File: src/rtl/flac_pkg.sv
// Shared definitions for the FLAC residual sequencer: FSM states, coding methods,
// escape codes and header field widths.
package flac_pkg;

  typedef enum logic [3:0] {
    ST_IDLE,
    ST_METHOD,
    ST_ORDER,
    ST_PARAM,
    ST_UNARY,
    ST_LSB,
    ST_ESCW,
    ST_RAW,
    ST_ZERO,
    ST_DONE,
    ST_ERROR
  } state_e;

  localparam logic [1:0] METHOD_RICE4 = 2'b00;
  localparam logic [1:0] METHOD_RICE5 = 2'b01;

  localparam logic [4:0] ESC4 = 5'h0F;
  localparam logic [4:0] ESC5 = 5'h1F;

  localparam int METHOD_W = 2;
  localparam int ORDER_W  = 4;
  localparam int PARAM4_W = 4;
  localparam int PARAM5_W = 5;
  localparam int ESCW_W   = 5;

endpackage

File: src/rtl/partition_counter.sv
// Tracks remaining samples in the current partition and the partition index.
// Partition 0 loses the predictor warm-up samples; counts change only on explicit strobes.
module partition_counter
  import flac_pkg::*;
(
  input  logic               clk_i,
  input  logic               rst_ni,
  input  logic               init_i,
  input  logic               load_i,
  input  logic               dec_i,
  input  logic               next_i,
  input  logic [ORDER_W-1:0] order_i,
  input  logic [15:0]        block_size_i,
  input  logic [3:0]         pred_order_i,
  output logic               part_empty_o,
  output logic               last_sample_o,
  output logic               last_part_o
);

  logic [15:0] cnt_q, cnt_d;
  logic [15:0] idx_q, idx_d;
  logic [15:0] part_len;
  logic [15:0] load_val;

  assign part_len      = block_size_i >> order_i;
  assign load_val      = (idx_q == 16'd0) ? (part_len - {12'd0, pred_order_i}) : part_len;
  assign part_empty_o  = (load_val == 16'd0);
  assign last_sample_o = (cnt_q == 16'd1);
  assign last_part_o   = (idx_q == ((16'd1 << order_i) - 16'd1));

  always_comb begin
    cnt_d = cnt_q;
    idx_d = idx_q;
    if (init_i) begin
      cnt_d = 16'd0;
      idx_d = 16'd0;
    end else begin
      if (load_i) cnt_d = load_val;
      else if (dec_i) cnt_d = cnt_q - 16'd1;
      if (next_i) idx_d = idx_q + 16'd1;
    end
  end

  always_ff @(posedge clk_i or negedge rst_ni) begin
    if (!rst_ni) begin
      cnt_q <= 16'd0;
      idx_q <= 16'd0;
    end else begin
      cnt_q <= cnt_d;
      idx_q <= idx_d;
    end
  end

endmodule

File: src/rtl/residual_partition_sequencer.sv
// Parses one FLAC residual section bit-serially and emits (MSB, LSB, param) per residual.
// Results are registered one cycle after their last bit; iEnable=0 stalls all bit-consuming states.
module residual_partition_sequencer
  import flac_pkg::*;
#(
  parameter int                DATA_W  = 16,
  parameter logic [DATA_W-1:0] MAX_MSB = 16'hFFFF
) (
  input  logic              iClock,
  input  logic              iReset_n,
  input  logic              iEnable,
  input  logic              iData,
  input  logic              iStart,
  input  logic [15:0]       iBlockSize,
  input  logic [3:0]        iPredictorOrder,
  output logic [DATA_W-1:0] oMSB,
  output logic [DATA_W-1:0] oLSB,
  output logic [4:0]        oRiceParam,
  output logic              oEscape,
  output logic              oValid,
  output logic              oBlockDone,
  output logic              oError
);

  localparam logic [DATA_W-1:0] ONE  = {{(DATA_W-1){1'b0}}, 1'b1};
  localparam logic [DATA_W-1:0] ONES = {DATA_W{1'b1}};

  state_e            state_q, state_d;
  logic [DATA_W-1:0] sr_q, sr_d;
  logic [4:0]        bitcnt_q, bitcnt_d;
  logic              rice5_q, rice5_d;
  logic [ORDER_W-1:0] order_q, order_d;
  logic [4:0]        param_q, param_d;
  logic              esc_q, esc_d;
  logic [4:0]        escw_q, escw_d;
  logic [DATA_W-1:0] msb_q, msb_d;
  logic [DATA_W-1:0] omsb_q, omsb_d;
  logic [DATA_W-1:0] olsb_q, olsb_d;
  logic [4:0]        oprm_q, oprm_d;
  logic              oesc_q, oesc_d;
  logic              valid_q, valid_d;
  logic              done_q, done_d;
  logic              err_q, err_d;

  logic              cnt_init, cnt_load, cnt_dec, cnt_next;
  logic              part_empty, last_sample, last_part;

  logic [DATA_W-1:0] v_next;
  logic [ORDER_W-1:0] ord_nxt;
  logic              ord_err;
  logic              sign_bit;
  logic [DATA_W-1:0] raw_ext;
  logic [4:0]        param_w;
  logic              emit, go_err;
  logic [DATA_W-1:0] e_msb, e_lsb;
  logic [4:0]        e_prm;
  logic              e_esc;

  assign v_next  = {sr_q[DATA_W-2:0], iData};
  assign ord_nxt = v_next[ORDER_W-1:0];
  assign ord_err = (|(iBlockSize & ((16'd1 << ord_nxt) - 16'd1))) ||
                   ((iBlockSize >> ord_nxt) < {12'd0, iPredictorOrder});
  // Widths at or beyond DATA_W shift the mask out entirely, so no extension happens there.
  assign sign_bit = |(v_next & (ONE << (escw_q - 5'd1)));
  assign raw_ext  = sign_bit ? (v_next | (ONES << escw_q)) : v_next;
  assign param_w  = rice5_q ? 5'(PARAM5_W) : 5'(PARAM4_W);

  partition_counter u_part_cnt (
    .clk_i         (iClock),
    .rst_ni        (iReset_n),
    .init_i        (cnt_init),
    .load_i        (cnt_load),
    .dec_i         (cnt_dec),
    .next_i        (cnt_next),
    .order_i       (order_q),
    .block_size_i  (iBlockSize),
    .pred_order_i  (iPredictorOrder),
    .part_empty_o  (part_empty),
    .last_sample_o (last_sample),
    .last_part_o   (last_part)
  );

  always_comb begin
    state_d  = state_q;
    sr_d     = sr_q;
    bitcnt_d = bitcnt_q;
    rice5_d  = rice5_q;
    order_d  = order_q;
    param_d  = param_q;
    esc_d    = esc_q;
    escw_d   = escw_q;
    msb_d    = msb_q;
    omsb_d   = omsb_q;
    olsb_d   = olsb_q;
    oprm_d   = oprm_q;
    oesc_d   = oesc_q;
    valid_d  = 1'b0;
    done_d   = 1'b0;
    err_d    = err_q;
    cnt_init = 1'b0;
    cnt_load = 1'b0;
    cnt_dec  = 1'b0;
    cnt_next = 1'b0;
    emit     = 1'b0;
    go_err   = 1'b0;
    e_msb    = '0;
    e_lsb    = '0;
    e_prm    = 5'd0;
    e_esc    = 1'b0;

    case (state_q)
      ST_IDLE, ST_ERROR: begin
        if (iStart) begin
          state_d  = ST_METHOD;
          sr_d     = '0;
          bitcnt_d = 5'(METHOD_W);
          err_d    = 1'b0;
        end
      end
      ST_METHOD: if (iEnable) begin
        sr_d     = v_next;
        bitcnt_d = bitcnt_q - 5'd1;
        if (bitcnt_q == 5'd1) begin
          if (v_next[1:0] == METHOD_RICE4 || v_next[1:0] == METHOD_RICE5) begin
            rice5_d  = (v_next[1:0] == METHOD_RICE5);
            state_d  = ST_ORDER;
            sr_d     = '0;
            bitcnt_d = 5'(ORDER_W);
          end else begin
            go_err = 1'b1;
          end
        end
      end
      ST_ORDER: if (iEnable) begin
        sr_d     = v_next;
        bitcnt_d = bitcnt_q - 5'd1;
        if (bitcnt_q == 5'd1) begin
          if (ord_err) begin
            go_err = 1'b1;
          end else begin
            order_d  = ord_nxt;
            cnt_init = 1'b1;
            state_d  = ST_PARAM;
            sr_d     = '0;
            bitcnt_d = param_w;
          end
        end
      end
      ST_PARAM: if (iEnable) begin
        sr_d     = v_next;
        bitcnt_d = bitcnt_q - 5'd1;
        if (bitcnt_q == 5'd1) begin
          param_d  = v_next[4:0];
          esc_d    = rice5_q ? (v_next[4:0] == ESC5) : (v_next[4:0] == ESC4);
          cnt_load = 1'b1;
          sr_d     = '0;
          msb_d    = '0;
          if (part_empty) begin
            // A warm-up-only partition 0 carries a parameter but no residuals.
            if (last_part) begin
              state_d = ST_DONE;
            end else begin
              cnt_next = 1'b1;
              bitcnt_d = param_w;
            end
          end else if (esc_d) begin
            state_d  = ST_ESCW;
            bitcnt_d = 5'(ESCW_W);
          end else begin
            state_d = ST_UNARY;
          end
        end
      end
      ST_UNARY: if (iEnable) begin
        if (!iData) begin
          if (msb_q == MAX_MSB - ONE) go_err = 1'b1;
          else msb_d = msb_q + ONE;
        end else if (param_q == 5'd0) begin
          emit  = 1'b1;
          e_msb = msb_q;
        end else begin
          state_d  = ST_LSB;
          sr_d     = '0;
          bitcnt_d = param_q;
        end
      end
      ST_LSB: if (iEnable) begin
        sr_d     = v_next;
        bitcnt_d = bitcnt_q - 5'd1;
        if (bitcnt_q == 5'd1) begin
          emit  = 1'b1;
          e_msb = msb_q;
          e_lsb = v_next;
          e_prm = param_q;
        end
      end
      ST_ESCW: if (iEnable) begin
        sr_d     = v_next;
        bitcnt_d = bitcnt_q - 5'd1;
        if (bitcnt_q == 5'd1) begin
          escw_d   = v_next[4:0];
          sr_d     = '0;
          bitcnt_d = v_next[4:0];
          state_d  = (v_next[4:0] == 5'd0) ? ST_ZERO : ST_RAW;
        end
      end
      ST_RAW: if (iEnable) begin
        sr_d     = v_next;
        bitcnt_d = bitcnt_q - 5'd1;
        if (bitcnt_q == 5'd1) begin
          emit  = 1'b1;
          e_lsb = raw_ext;
          e_prm = escw_q;
          e_esc = 1'b1;
        end
      end
      ST_ZERO: if (iEnable) begin
        emit  = 1'b1;
        e_esc = 1'b1;
      end
      ST_DONE: state_d = ST_IDLE;
      default: state_d = ST_IDLE;
    endcase

    if (emit) begin
      valid_d = 1'b1;
      omsb_d  = e_msb;
      olsb_d  = e_lsb;
      oprm_d  = e_prm;
      oesc_d  = e_esc;
      cnt_dec = 1'b1;
      sr_d    = '0;
      msb_d   = '0;
      if (last_sample) begin
        if (last_part) begin
          state_d = ST_DONE;
          done_d  = 1'b1;
        end else begin
          cnt_next = 1'b1;
          state_d  = ST_PARAM;
          bitcnt_d = param_w;
        end
      end else if (esc_q) begin
        state_d  = (escw_q == 5'd0) ? ST_ZERO : ST_RAW;
        bitcnt_d = escw_q;
      end else begin
        state_d = ST_UNARY;
      end
    end

    if (go_err) begin
      state_d = ST_ERROR;
      err_d   = 1'b1;
    end
  end

  always_ff @(posedge iClock or negedge iReset_n) begin
    if (!iReset_n) begin
      state_q  <= ST_IDLE;
      sr_q     <= '0;
      bitcnt_q <= 5'd0;
      rice5_q  <= 1'b0;
      order_q  <= '0;
      param_q  <= 5'd0;
      esc_q    <= 1'b0;
      escw_q   <= 5'd0;
      msb_q    <= '0;
      omsb_q   <= '0;
      olsb_q   <= '0;
      oprm_q   <= 5'd0;
      oesc_q   <= 1'b0;
      valid_q  <= 1'b0;
      done_q   <= 1'b0;
      err_q    <= 1'b0;
    end else begin
      state_q  <= state_d;
      sr_q     <= sr_d;
      bitcnt_q <= bitcnt_d;
      rice5_q  <= rice5_d;
      order_q  <= order_d;
      param_q  <= param_d;
      esc_q    <= esc_d;
      escw_q   <= escw_d;
      msb_q    <= msb_d;
      omsb_q   <= omsb_d;
      olsb_q   <= olsb_d;
      oprm_q   <= oprm_d;
      oesc_q   <= oesc_d;
      valid_q  <= valid_d;
      done_q   <= done_d;
      err_q    <= err_d;
    end
  end

  assign oMSB       = omsb_q;
  assign oLSB       = olsb_q;
  assign oRiceParam = oprm_q;
  assign oEscape    = oesc_q;
  assign oValid     = valid_q;
  assign oBlockDone = done_q;
  assign oError     = err_q;

endmodule

File: config.mk
export PLATFORM = sky130hd
export DESIGN_NAME = residual_partition_sequencer
export DESIGN_NICKNAME = d
export VERILOG_FILES = /design/src/rtl/flac_pkg.sv /design/src/rtl/partition_counter.sv /design/src/rtl/residual_partition_sequencer.sv
export SDC_FILE = /design/constraint.sdc
export NUM_CORES = 1
export LEC_CHECK = 0
export BUFFER_PORTS_ARGS = -buffer_cell sky130_fd_sc_hd__buf_2
export CAP_MARGIN = 20
export CORE_UTILIZATION = 33
export DETAILED_ROUTE_END_ITERATION = 8
export PLACE_DENSITY_LB_ADDON = 0.08
export SLEW_MARGIN = 20
export SYNTH_ARGS = -nofsm -noshare
export SYNTH_HDL_FRONTEND = slang
export SYNTH_SLANG_ARGS = --single-unit
export TNS_END_PERCENT = 50
File: constraint.sdc
create_clock -name iClock -period 10.5 [get_ports iClock]
set_input_delay 1.575 -clock iClock [delete_from_list [all_inputs] [get_ports iClock]]
set_output_delay 1.575 -clock iClock [all_outputs]
set_load 0.005 [all_outputs]
==> results.py <==
metrics = {
    "status": {
        "status": "finished clean",
    },
    "sta": {
        "setup_viol": 0,
        "fin_worst_skew_ns": 0.0119,
        "grt_setup_unrepaired": "no",
        "tightest_slew_ns": 0.999,
        "hold_ws_ns": 0.456,
        "fmax_mhz": 149,
        "min_period_over_period_pct": 63.9,
        "setup_slack_ns": 3.79,
        "slew_headroom_pct": 33.2,
        "post-route-min-period_ns": 6.71,
        "fin_setup_tns_ns": 0,
        "drv_slew": 0,
        "hold_viol_final": 0,
    },
    "clocking": {
        "cts_tree": "built",
        "cts.sinks": 129,
        "post_cts_resized": 0,
        "cts_made_buffers": 17,
        "cts_setup_buffers": 0,
        "cts.clk_slew.worst_paths_ns": 0.06,
        "root_buffer": "clkbuf_16",
        "clock_path_buffers": 2,
        "clkLatencyLatePin_ns": 0.42,
        "htree_levels": 4,
        "ctsHoldBuffers": 0,
    },
    "die": {
        "coreArea_mm2": 0.0306,
        "io_pins": 66,
        "initial_utilization_pct": 33.5,
        "rows": 64,
        "die_y_um": 178,
        "dieWidth_um": 178,
        "die_area_mm2": 0.0317,
    },
    "synthesis": {
        "synth_area_per_cell_um2": 8.24,
        "ys_seq_elements": 129,
        "yosys_warnings": 0,
        "syn_inst": 1242,
        "yosys_most_used_dff": "dfrtp_1",
        "synth_edf_count": 0,
        "synthArstFlopShare_pct": 100,
        "syn-cell-area_mm2": 0.0102,
        "ys_seq_area_share_pct": 31.5,
        "synth_fp_nets": 1288,
        "ys_types": 86,
    },
    "routing": {
        "antenna_left": 0,
        "vias": 9459,
        "routedWlPerCell_um": 19.6,
        "drtIter0Drc": 618,
        "drtPass1Iterations": 5,
        "route.detailed.drc": 0,
        "routed_wl_mm": 32.4,
        "detail_route.vias_per_cell": 5.73,
    },
    "job": {
        "maxCapViolations": 0,
    },
    "worst_setup_path": {
        "path_common_cell": "nand4_1",
        "reg2reg_from": "order_q[2]$_DFFE_PN0P_",
        "criticalPathCategory": "input pin to register",
        "required_ns": 10.81,
        "crit_buf_inv": 2,
        "cp-startpoint": "iBlockSize[15]",
        "cp_slowest_cell": "nand4_1",
        "cpLargestDelayFamily": "compound AO/OA/AOI/OAI gates",
        "worstPathCellList": "buf_2 -> mux4_2 -> a222oi_1 -> o221a_2 -> ha_1 -> inv_1 -> fa_1 -> and2_1 -> o21a_1 -> a2111oi_2 -> nand4_1 -> nor2_1 -> xor2_1 -> nor3_2 -> nand4_1 -> a211oi_2 -> mux2_2",
        "cpPeakStageDelay_ns": 0.84,
        "cp_max_fo": 20,
        "crit_path_end_kind": "register",
        "worstPathArrival_ns": 7.01,
        "cp-start-kind": "input pin",
    },
    "pwr": {
        "p_per_area_mw_per_mm2": 226,
        "leakagePower_nw": 4.91,
        "peakVddDrop_mv": 0.124,
        "finalPower_mw": 2.55,
    },
    "placed_design": {
        "place_ws_ns": 3.41,
        "post_dp_cell_area_mm2": 0.0108,
        "io_buffers": 65,
        "dp.cells": 1619,
        "dp_hpwl_mm": 22.7,
        "place_congestion": 0.905,
    },
    "finish": {
        "drive_gt1_share_pct": 14.9,
        "syn_to_final_growth_pct": 10.4,
        "final_util_pct": 37.0,
        "antennaDiodeCount": 0,
        "final_area_mm2": 0.0113,
        "final_common_cell": "nand2_1",
        "final_cell_mix": "nand2_1, dfrtp_1, nor2_1",
        "instances_no_fill": 1650,
        "fin_nets": 1288,
    },
    "worst_hold_path": {
        "hold_path.class": "register to register",
        "min_from": "oMSB[0]$_DFFE_PN0P_",
    },
    "grt": {
        "grt_pass1_wl_mm": 51.6,
        "overflow": 0,
        "grt_pass1_vias": 8851,
        "grt_max_degree": 70,
        "antenna_found_initial": 0,
        "gr-usage-all-layers_pct": 21.0,
    },
}
-- worst min-delay path, delay by kind of cell (launching register included) --
kind	cells	cell delay [ns]
flops	1	0.33
simple gates	2	0.09
-- Yosys cell counts, types with 10 or more instances --
library cell / n / share of area, %
clkbuf_1: 73 / 2.7
nand2b_1: 12 / 0.73
ha_1: 20 / 2.4
nor4_1: 18 / 1.1
inv_1: 32 / 1.2
nor2_1: 92 / 3.4
xnor2_1: 24 / 2.1
nand2_1: 157 / 5.8
a21o_1: 10 / 0.73
o21a_1: 10 / 0.73
nand4_1: 19 / 1.2
or2_2: 17 / 1.0
mux2_2: 22 / 2.4
a22o_1: 19 / 1.6
buf_2: 16 / 0.78
nand3_1: 63 / 3.1
nor2b_1: 20 / 1.2
o21ai_0: 59 / 2.9
xor2_1: 24 / 2.1
dfrtp_1: 129 / 32
nor3_1: 42 / 2.1
and3_1: 16 / 0.98
a211oi_1: 19 / 1.4
a21oi_1: 65 / 3.2
mux4_2: 13 / 2.9
mux2i_1: 45 / 4.4
a22oi_1: 17 / 1.2
-- cell type report --
| cell class | count | area (um2) |
|---|---|---|
| Fill cell | 3216 | 19300 |
| Tap cell | 396 | 495 |
| Clock inverter | 14 | 95.1 |
| Inverter | 35 | 131 |
| Clock buffer | 17 | 425 |
| Sequential cell | 129 | 3230 |
| Timing Repair Buffer | 81 | 452 |
| Multi-Input combinational cell | 978 | 6480 |
-- layer usage --
layer	vias to the layer above	global-route usage, %	part of all wire, %
li1	4564	-	-
met4	0	4.38	0.92
met1	4662	30.2	49
met5	-	0	0
met3	20	2.66	3.6
met2	213	33.3	46
-- final timing paths --
check | slack [ns] | cells past startpoint | to
setup / recovery | 3.79 | 17 | u_part_cnt.idx_q[10]$_DFFE_PN0P_
hold / removal | 0.46 | 2 | oMSB[0]$_DFFE_PN0P_
setup reg to reg | 4.64 | 17 | u_part_cnt.idx_q[10]$_DFFE_PN0P_
hold reg to reg | 0.46 | 2 | oMSB[0]$_DFFE_PN0P_
max in group asynchronous | 8.07 | 2 | param_q[1]$_DFFE_PN0P_
min in group asynchronous | 1.16 | 1 | oMSB[7]$_DFFE_PN0P_
-- sequential cells by signal (all words and copies together) (netlist names), 5 cells and up --
register,flops
msb_q,16
oLSB,16
oMSB,16
u_part_cnt.cnt_q,16
u_part_cnt.idx_q,16
sr_q,15
bitcnt_q,5
escw_q,5
oRiceParam,5
param_q,5
-- power by group --
group / internal (mW) / switching, mW / total [mW]
logic: 0.512 / 0.800 / 1.31
clock network: 0.299 / 0.239 / 0.537
registers: 0.574 / 0.128 / 0.702
total: 1.38 / 1.17 / 2.55
-- cells by family (layout without fill, tap and decap cells) --
family / after synthesis / in the layout / synth area share, %
mux: 87 / 87 / 10.5
simple gates: 508 / 508 / 24.6
flops: 129 / 129 / 31.5
compound gates: 314 / 314 / 21.3
fa+ha+maj: 21 / 21 / 2.64
buf+inv: 135 / 147 / 5.29
xor+xnor: 48 / 48 / 4.11
No activity file was read; power rests on OpenSTA's default activity.
